[src/rtl/stack_job_arbiter.sv]
// stack_job_arbiter
//   Shares one stack processor between two requesters. A granted requester
//   streams its program into the processor through the load port, then
//   issues go; the arbiter starts the processor, waits for ready, and
//   reports the top-of-stack with a one-cycle done pulse. A job that runs
//   past TIMEOUT cycles is aborted by pulsing the processor reset, and
//   completes with err = 1 and result = 0.
//
// Ports
//   clk, rst                  clock, synchronous active-high reset
//   rN_req/go/wr/addr/data    requester N (N = 0, 1) request and load port
//   gnt[1:0]                  one-hot owner of the processor
//   done[1:0], err, result    completion pulse, timeout flag, result word
//   busy                      arbiter not idle
//   p_wr/p_addr/p_datain      processor program-load port
//   p_start                   processor start request
//   p_ready, p_out            processor ready flag and top-of-stack
//   p_nrst                    registered active-low processor reset
module stack_job_arbiter #(
  parameter int TIMEOUT = 4096,
  parameter int TW      = 16
) (
  input  logic        clk,
  input  logic        rst,
  input  logic        r0_req,
  input  logic        r1_req,
  input  logic        r0_go,
  input  logic        r1_go,
  input  logic        r0_wr,
  input  logic        r1_wr,
  input  logic [9:0]  r0_addr,
  input  logic [9:0]  r1_addr,
  input  logic [15:0] r0_data,
  input  logic [15:0] r1_data,
  output logic [1:0]  gnt,
  output logic [1:0]  done,
  output logic        err,
  output logic [15:0] result,
  output logic        busy,
  output logic        p_wr,
  output logic [9:0]  p_addr,
  output logic [15:0] p_datain,
  output logic        p_start,
  input  logic        p_ready,
  input  logic [15:0] p_out,
  output logic        p_nrst
);

  typedef enum logic [2:0] {
    S_IDLE,
    S_LOAD,
    S_START,
    S_RUN,
    S_ABORT,
    S_DONE
  } state_t;

  localparam logic [TW-1:0] CNT_LAST = TW'(TIMEOUT - 1);

  state_t        state_q, state_d;
  logic [1:0]    gnt_q, gnt_d;
  logic [1:0]    done_q, done_d;
  logic          err_q, err_d;
  logic [15:0]   result_q, result_d;
  logic          p_start_q, p_start_d;
  logic          p_nrst_q, p_nrst_d;
  logic [TW-1:0] cnt_q, cnt_d;
  // Index of the requester served most recently; reset to 1 so that
  // requester 0 wins the first contention.
  logic          last_q, last_d;

  // Signals of whichever requester currently holds the grant.
  logic          sel;
  logic          sel_req;
  logic          sel_go;
  logic          pick;

  always_comb begin
    sel     = gnt_q[1];
    sel_req = sel ? r1_req : r0_req;
    sel_go  = sel ? r1_go  : r0_go;
    // Both requesting: take the one not served last.
    pick    = (r0_req && r1_req) ? ~last_q : r1_req;
  end

  always_comb begin
    state_d   = state_q;
    gnt_d     = gnt_q;
    done_d    = 2'b00;
    err_d     = err_q;
    result_d  = result_q;
    p_start_d = p_start_q;
    p_nrst_d  = 1'b1;
    cnt_d     = cnt_q;
    last_d    = last_q;

    case (state_q)
      S_IDLE: begin
        if (r0_req || r1_req) begin
          state_d = S_LOAD;
          gnt_d   = pick ? 2'b10 : 2'b01;
          last_d  = pick;
        end
      end

      S_LOAD: begin
        if (sel_go) begin
          state_d   = S_START;
          p_start_d = 1'b1;
          cnt_d     = '0;
        end else if (!sel_req) begin
          state_d = S_IDLE;
          gnt_d   = 2'b00;
        end
      end

      // No completion is possible before the processor has acknowledged
      // the start, so the timeout takes priority here.
      S_START: begin
        if (cnt_q == CNT_LAST) begin
          state_d   = S_ABORT;
          p_start_d = 1'b0;
          p_nrst_d  = 1'b0;
        end else begin
          cnt_d = cnt_q + TW'(1);
          if (!p_ready) begin
            state_d   = S_RUN;
            p_start_d = 1'b0;
          end
        end
      end

      // Completion is checked first so it wins over a same-cycle timeout.
      S_RUN: begin
        if (p_ready) begin
          state_d  = S_DONE;
          result_d = p_out;
          err_d    = 1'b0;
          done_d   = gnt_q;
        end else if (cnt_q == CNT_LAST) begin
          state_d  = S_ABORT;
          p_nrst_d = 1'b0;
        end else begin
          cnt_d = cnt_q + TW'(1);
        end
      end

      S_ABORT: begin
        state_d  = S_DONE;
        err_d    = 1'b1;
        result_d = '0;
        done_d   = gnt_q;
      end

      S_DONE: begin
        state_d = S_IDLE;
        gnt_d   = 2'b00;
      end

      default: begin
        state_d = S_IDLE;
        gnt_d   = 2'b00;
      end
    endcase
  end

  always_ff @(posedge clk) begin
    if (rst) begin
      state_q   <= S_IDLE;
      gnt_q     <= 2'b00;
      done_q    <= 2'b00;
      err_q     <= 1'b0;
      result_q  <= '0;
      p_start_q <= 1'b0;
      p_nrst_q  <= 1'b0;
      cnt_q     <= '0;
      last_q    <= 1'b1;
    end else begin
      state_q   <= state_d;
      gnt_q     <= gnt_d;
      done_q    <= done_d;
      err_q     <= err_d;
      result_q  <= result_d;
      p_start_q <= p_start_d;
      p_nrst_q  <= p_nrst_d;
      cnt_q     <= cnt_d;
      last_q    <= last_d;
    end
  end

  // Load port passes the owner's strobes straight through, only in LOAD.
  always_comb begin
    p_wr     = 1'b0;
    p_addr   = '0;
    p_datain = '0;
    if (state_q == S_LOAD) begin
      p_wr     = sel ? r1_wr   : r0_wr;
      p_addr   = sel ? r1_addr : r0_addr;
      p_datain = sel ? r1_data : r0_data;
    end
  end

  assign gnt     = gnt_q;
  assign done    = done_q;
  assign err     = err_q;
  assign result  = result_q;
  assign busy    = (state_q != S_IDLE);
  assign p_start = p_start_q;
  assign p_nrst  = p_nrst_q;

endmodule

[config.mk]
export PLATFORM = sky130hd
export DESIGN_NAME = stack_job_arbiter
export DESIGN_NICKNAME = d
export VERILOG_FILES = /design/src/rtl/stack_job_arbiter.sv
export SDC_FILE = /design/constraint.sdc
export NUM_CORES = 1
export LEC_CHECK = 0
export CORE_AREA = 5 5 86 88
export DETAILED_ROUTE_END_ITERATION = 10
export DIE_AREA = 0 0 91 93
export PLACE_DENSITY = 0.84
export RECOVER_POWER = 50
export SETUP_SLACK_MARGIN = 0.5
export SKIP_LAST_GASP = 1
export SLEW_MARGIN = 30
export SYNTH_ARGS = -nofsm -noshare
export SYNTH_HDL_FRONTEND = slang
export SYNTH_SLANG_ARGS = --single-unit
[constraint.sdc]
create_clock -name clk -period 2.1 [get_ports clk]
set_clock_uncertainty 0.05 [all_clocks]
set_input_delay 0.42 -clock clk [delete_from_list [all_inputs] [get_ports clk]]
set_output_delay 0.42 -clock clk [all_outputs]
set_load 0.01 [all_outputs]
---- Word-level counts from Yosys, hierarchy flattened ----
Index checks and enable logic that the tools add are counted.
word-level totals
  word-level logic and storage cells ...... 79
  output and inout port bits .............. 51
  bits in registers ....................... 43
  bits of input ports ..................... 77
cells by class
  multiplexer cells ....................... 39
  reduce and logical (&&, ||, !) cells .... 14
  add/subtract/negate cells ............... 1
  bitwise logic cells ..................... 2
  eq/ne operators ......................... 14
operator list
  cell                                                                count
  16-bit 2-to-1 mux                                                   6
  16-bit case mux with 3 select lines                                 1
  16-bit case mux with 2 select lines                                 1
  3-bit 2-to-1 mux                                                    7
  10-bit 2-to-1 mux                                                   2
  16-bit by 1-bit adder with 16-bit output (second input constant)    1
  16-bit by 12-bit == test with 1-bit output (second input constant)  1
  3-bit case mux with 5 select lines                                  1
  2-bit != test (second input constant)                               6
  1-bit 2-to-1 mux                                                    11
  2-bit 2-to-1 mux                                                    5
  3-bit != test (second input constant)                               3
  4-bit AND reduction                                                 2
  3-bit by 2-bit == test with 1-bit output (second input constant)    2
  1-bit case mux with 2 select lines                                  3
  2-bit case mux with 3 select lines                                  1
  3-bit AND reduction                                                 2
  3-bit nonzero test                                                  2
  2-bit case mux with 2 select lines                                  1
  2-bit AND reduction                                                 2
  2-bit nonzero test                                                  2
  3-bit by 1-bit == test with 1-bit output (second input constant)    1
  3-bit == test (second input constant)                               1
  3-bit logical NOT                                                   1
  other kinds (4)                                                     5

---- Depth between registers and ports, before layout ----
Gate-level depths: netlist of the first run.
  depth after elaboration ................. 5
  gate-level depth with buffers ........... 7
  mapped depth without buffers ............ 5

---- Least setup slack after synthesis of the first run ----
Ideal clock, no wire load.
  path type ............................... register to output
  from .................................... register state_q[1]
  to ...................................... output port p_addr[4]
  buffers on the path ..................... 3
  data arrival time ....................... 1513 ps
  setup slack ............................. 117 ps
  required time ........................... 1630 ps
  cell stages (with the launch flop) ...... 6
  cell sequence ........................... dfxtp_1 -> clkbuf_1 -> or3b_1 -> clkbuf_1 -> clkbuf_1 -> nor2_1
on the way
  longest elaborated chain between the ends .. 2
ends and longest elaborated chain
  item                                      RTL line  text
  from (decl)                               60        state_t state_q, state_d;
  from (signal assigned)                    179       state_q <= state_d;
  3-bit by 1-bit == test with 1-bit output  196       if (state_q == S_LOAD) begin
  10-bit 2-to-1 mux                         196
  to (decl)                                 41        output logic [9:0] p_addr,
No other way between the ends.

---- Worst setup path in the final report of the first run ----
  from .................................... register state_q[0]
  to ...................................... output port p_datain[5]
on the way
  longest elaborated chain between the ends .. 2
ends and longest elaborated chain
  item                                      RTL line  text
  3-bit by 1-bit == test with 1-bit output  196
  16-bit 2-to-1 mux                         196
  to (decl)                                 42        output logic [15:0] p_datain,
No other way between the ends.

==> run metrics, run 1 <==
status=finished, final reports clean; critical path class=reg -> out; Die H=93 um; Hold Crit Class=reg -> reg; die width=91 um; reg-to-reg slack, setup=0.05 ns; Seq cells post-synth=43; die area=8460 sq um; wire length per cell=20.2 um; Leak=2.01 nW; WP data required=1.63 ns; final worst path period need=2.08 ns; reg-to-reg endpoint=cnt_q[4]; max-capacitance violation count=0; clk slew on worst S/H paths=0.10 ns; Async S/R FF share, synth=0%; Hold Crit Start=result[0]; setup TNS=0 ns; Final Max Slew Viols=0; RSZ-0062 raised after global routing=yes; clk buf depth=2; IO Pins=128; vias in the first global route=3319; Final Net Count=573; 1st-iter DRT viols=313; Row Count=30; Reg2Reg Depth=7; main flop type after synthesis=dfxtp_1; Root Buffer=clkbuf_8; Cells after Synth=318; Antenna Nets Post-Route=0; number of synthesized flops with an enable pin=0; fmax=480 MHz; Core ar.=6570 sq um; Layout area overhead=102%; Max-slew headroom=58.5%; Routed WL=11.6 mm; global placement routability congestion=0.857; Final Hold Fails=0; post-synthesis sequential area ratio=33.9%; Hold Path Sink=result[0]; Startpoint Class=flip-flop; GRT overflow=0; starting density of the core=38.6%; syn nets=396; GR Util All Layers=23.7%; setup violators final=0; Skew-Pair Late Insertion Delay=0.31 ns; TritonCTS sink count=43; Filler cells=401; H-tree levels=2; DRC Markers=0; antenna violations before repair=0; CTS tree=yes; first-pass GRT wire length=16.4 mm; Cell Pwr Density=532 nW/um^2; crit end category=output pin; synth warn=0; Avg Cell Area, Syn=7.98 sq um; largest net degree at the start of global routing=20; post-synth cell types=58; PnR worst setup slack=0.0161 ns; 1st-pass router iterations=5; Crit path arrival time=1.61 ns; via-per-instance ratio=5.94; utilization after layout=78.2%; Via Count=3424; Synth Cell Area=2540 sq um; CTS Buf Count=5; Final Hold Slack=0.410 ns; number of diodes=0; dpl hpwl=6.95 mm; Tightest Pin Transition=0.617 ns; I/O Buffers=127; worst-path maximum fanout=5; Final Cycle Share=99.2%; worst hold path depth=2; total power=2.73 mW; share of cells above drive strength 1=38.9%; Worst R2R Start=state_q[2]; VDD IR-drop max=385 uV; dpl ws=-0.134 ns
metal layers:
layer  wire [um]  vias to the layer above  global-route usage [%]  share of wire [%]
li1            -                     1538                       -                  -
met1        4160                     1631                    25.2                 36
met2        6160                      197                    45.0                 53
met3         831                       58                    4.75                7.1
met4         484                        0                    9.90                4.2
met5           0                        -                       0                  0
stage by stage:
stage / instance area, sq um / cells
after floorplan: 2900 / 318
after global placement: 4350 / 533
after detailed placement: 4350 / 533
after CTS: 4880 / 562
after global routing: 5140 / 576
final: 5140 / 576
cell type report:
cell class                 instances  area (sq um)  share of cell area [%]
multi-input combinational        249          2070                    40.3
timing repair buffer             192          1970                    38.3
sequential                        43           882                    17.2
tap                               80           100                    1.95
clock buffer                       6          82.6                    1.61
clock inverter                     2          16.3                   0.317
inverter                           4          15.0                   0.292
cell families after synthesis:
| group | after synthesis | share of synthesized area [%] |
|---|---|---|
| buf+inv | 28 | 4.54 |
| simple gates | 144 | 29.2 |
| fa+ha+maj | 1 | 0.493 |
| flops | 43 | 33.9 |
| xor+xnor | 1 | 0.345 |
| compound gates | 72 | 20.0 |
| mux | 29 | 11.5 |
synth_stat cells, types with 2 or more instances:
library cell / n / area share (%)
or4_4: 2 / 0.89
nor2_1: 44 / 6.5
clkbuf_1: 21 / 3.1
nand2b_1: 2 / 0.49
a21oi_1: 17 / 3.4
a221oi_1: 3 / 1.0
or4_1: 2 / 0.59
and3_1: 5 / 1.2
o311ai_0: 2 / 0.69
a31o_1: 2 / 0.69
a21o_1: 2 / 0.59
nand4_1: 10 / 2.5
o21ai_1: 3 / 0.59
a31oi_1: 5 / 1.2
o211ai_1: 4 / 1.2
nor2b_1: 3 / 0.74
o22ai_1: 2 / 0.49
nor4_1: 3 / 0.74
nor3b_1: 4 / 1.2
a211oi_1: 2 / 0.59
a32o_1: 2 / 0.79
and2_1: 3 / 0.74
nand3_1: 10 / 2.0
and4_1: 3 / 1.0
o21ai_0: 5 / 0.99
dfxtp_1: 43 / 34
or3_1: 3 / 0.74
inv_1: 3 / 0.44
mux2i_1: 28 / 11
nand2_1: 36 / 5.3
nor3_1: 5 / 0.99
nor4b_1: 3 / 1.0
a22oi_1: 10 / 3.0
buf_2: 2 / 0.39
worst max-delay path by stage:
stage	end	startpoint	cells after the start	slack, ns
3_3_place_gp	p_addr[2]	r1_addr[2]	5	-0.08
5_1_grt	p_wr	state_q[0]	5	-0.03
3_5_place_dp	p_addr[2]	r0_addr[2]	5	-0.13
6_report	p_datain[5]	state_q[0]	5	0.02
2_1_floorplan	p_start	cnt_q[15]	5	0.22
4_1_cts	p_datain[6]	state_q[0]	5	0.005
cell usage in the layout, fill, tap and decap left out, types with 3 or more instances in the layout:
cell type,instances
a21oi_1,16
a22oi_1,9
a31oi_1,4
and3_1,4
buf_12,3
buf_16,4
buf_4,41
buf_6,39
buf_8,3
clkbuf_8,6
clkdlybuf4s50_1,70
dfxtp_1,30
dfxtp_2,11
dlygate4sd2_1,25
dlymetal6s2s_1,4
inv_1,3
mux2i_1,20
mux2i_2,8
nand2_1,33
nand3_1,9
nand4_1,10
nor2_1,14
nor2_4,28
nor3_1,3
o211ai_1,4
o21ai_0,4
or3_1,3
or4_4,5
power breakdown:
part           switching [mW]  leakage (nW)  internal [mW]
registers              0.0186         0.355          0.838
logic                   0.580          1.61          0.703
clock network           0.321        0.0474          0.269
what timing repair did:
| action | in CTS | in global routing |
|---|---|---|
| gates resized for setup | 215 | 46 |
| endpoints found under the setup margin | 92 | 63 |
| hold buffers | 0 | 0 |
| pin swaps | 21 | 17 |
| setup buffers | 17 | 12 |
| cloned | 4 | 2 |
critical path: stages (launching register included):
cell     delay [ns]
dfxtp_2        0.35
or3b_4         0.45
buf_4          0.18
buf_16         0.14
nor2_4         0.08
buf_6          0.10
sequential cells by signal, indices dropped and copies added, names as in the netlist:
signal and cells:
last_q 1, p_start 1, result 16, err 1, gnt 2, p_nrst 1, cnt_q 16, state_q 3
done 2
Power figures use the tool's default switching activity.
==> inputs of run 2 (changes only) <==
--- a/config.mk
+++ b/config.mk
@@ -8,6 +8,7 @@
 export CORE_AREA = 5 5 86 88
 export DETAILED_ROUTE_END_ITERATION = 10
 export DIE_AREA = 0 0 91 93
+export GPL_ROUTABILITY_DRIVEN = 1
 export PLACE_DENSITY = 0.84
 export RECOVER_POWER = 50
 export SETUP_SLACK_MARGIN = 0.5
==> results of run 2 <==
Final layout, timing and power as in run 1 (identical DEF).
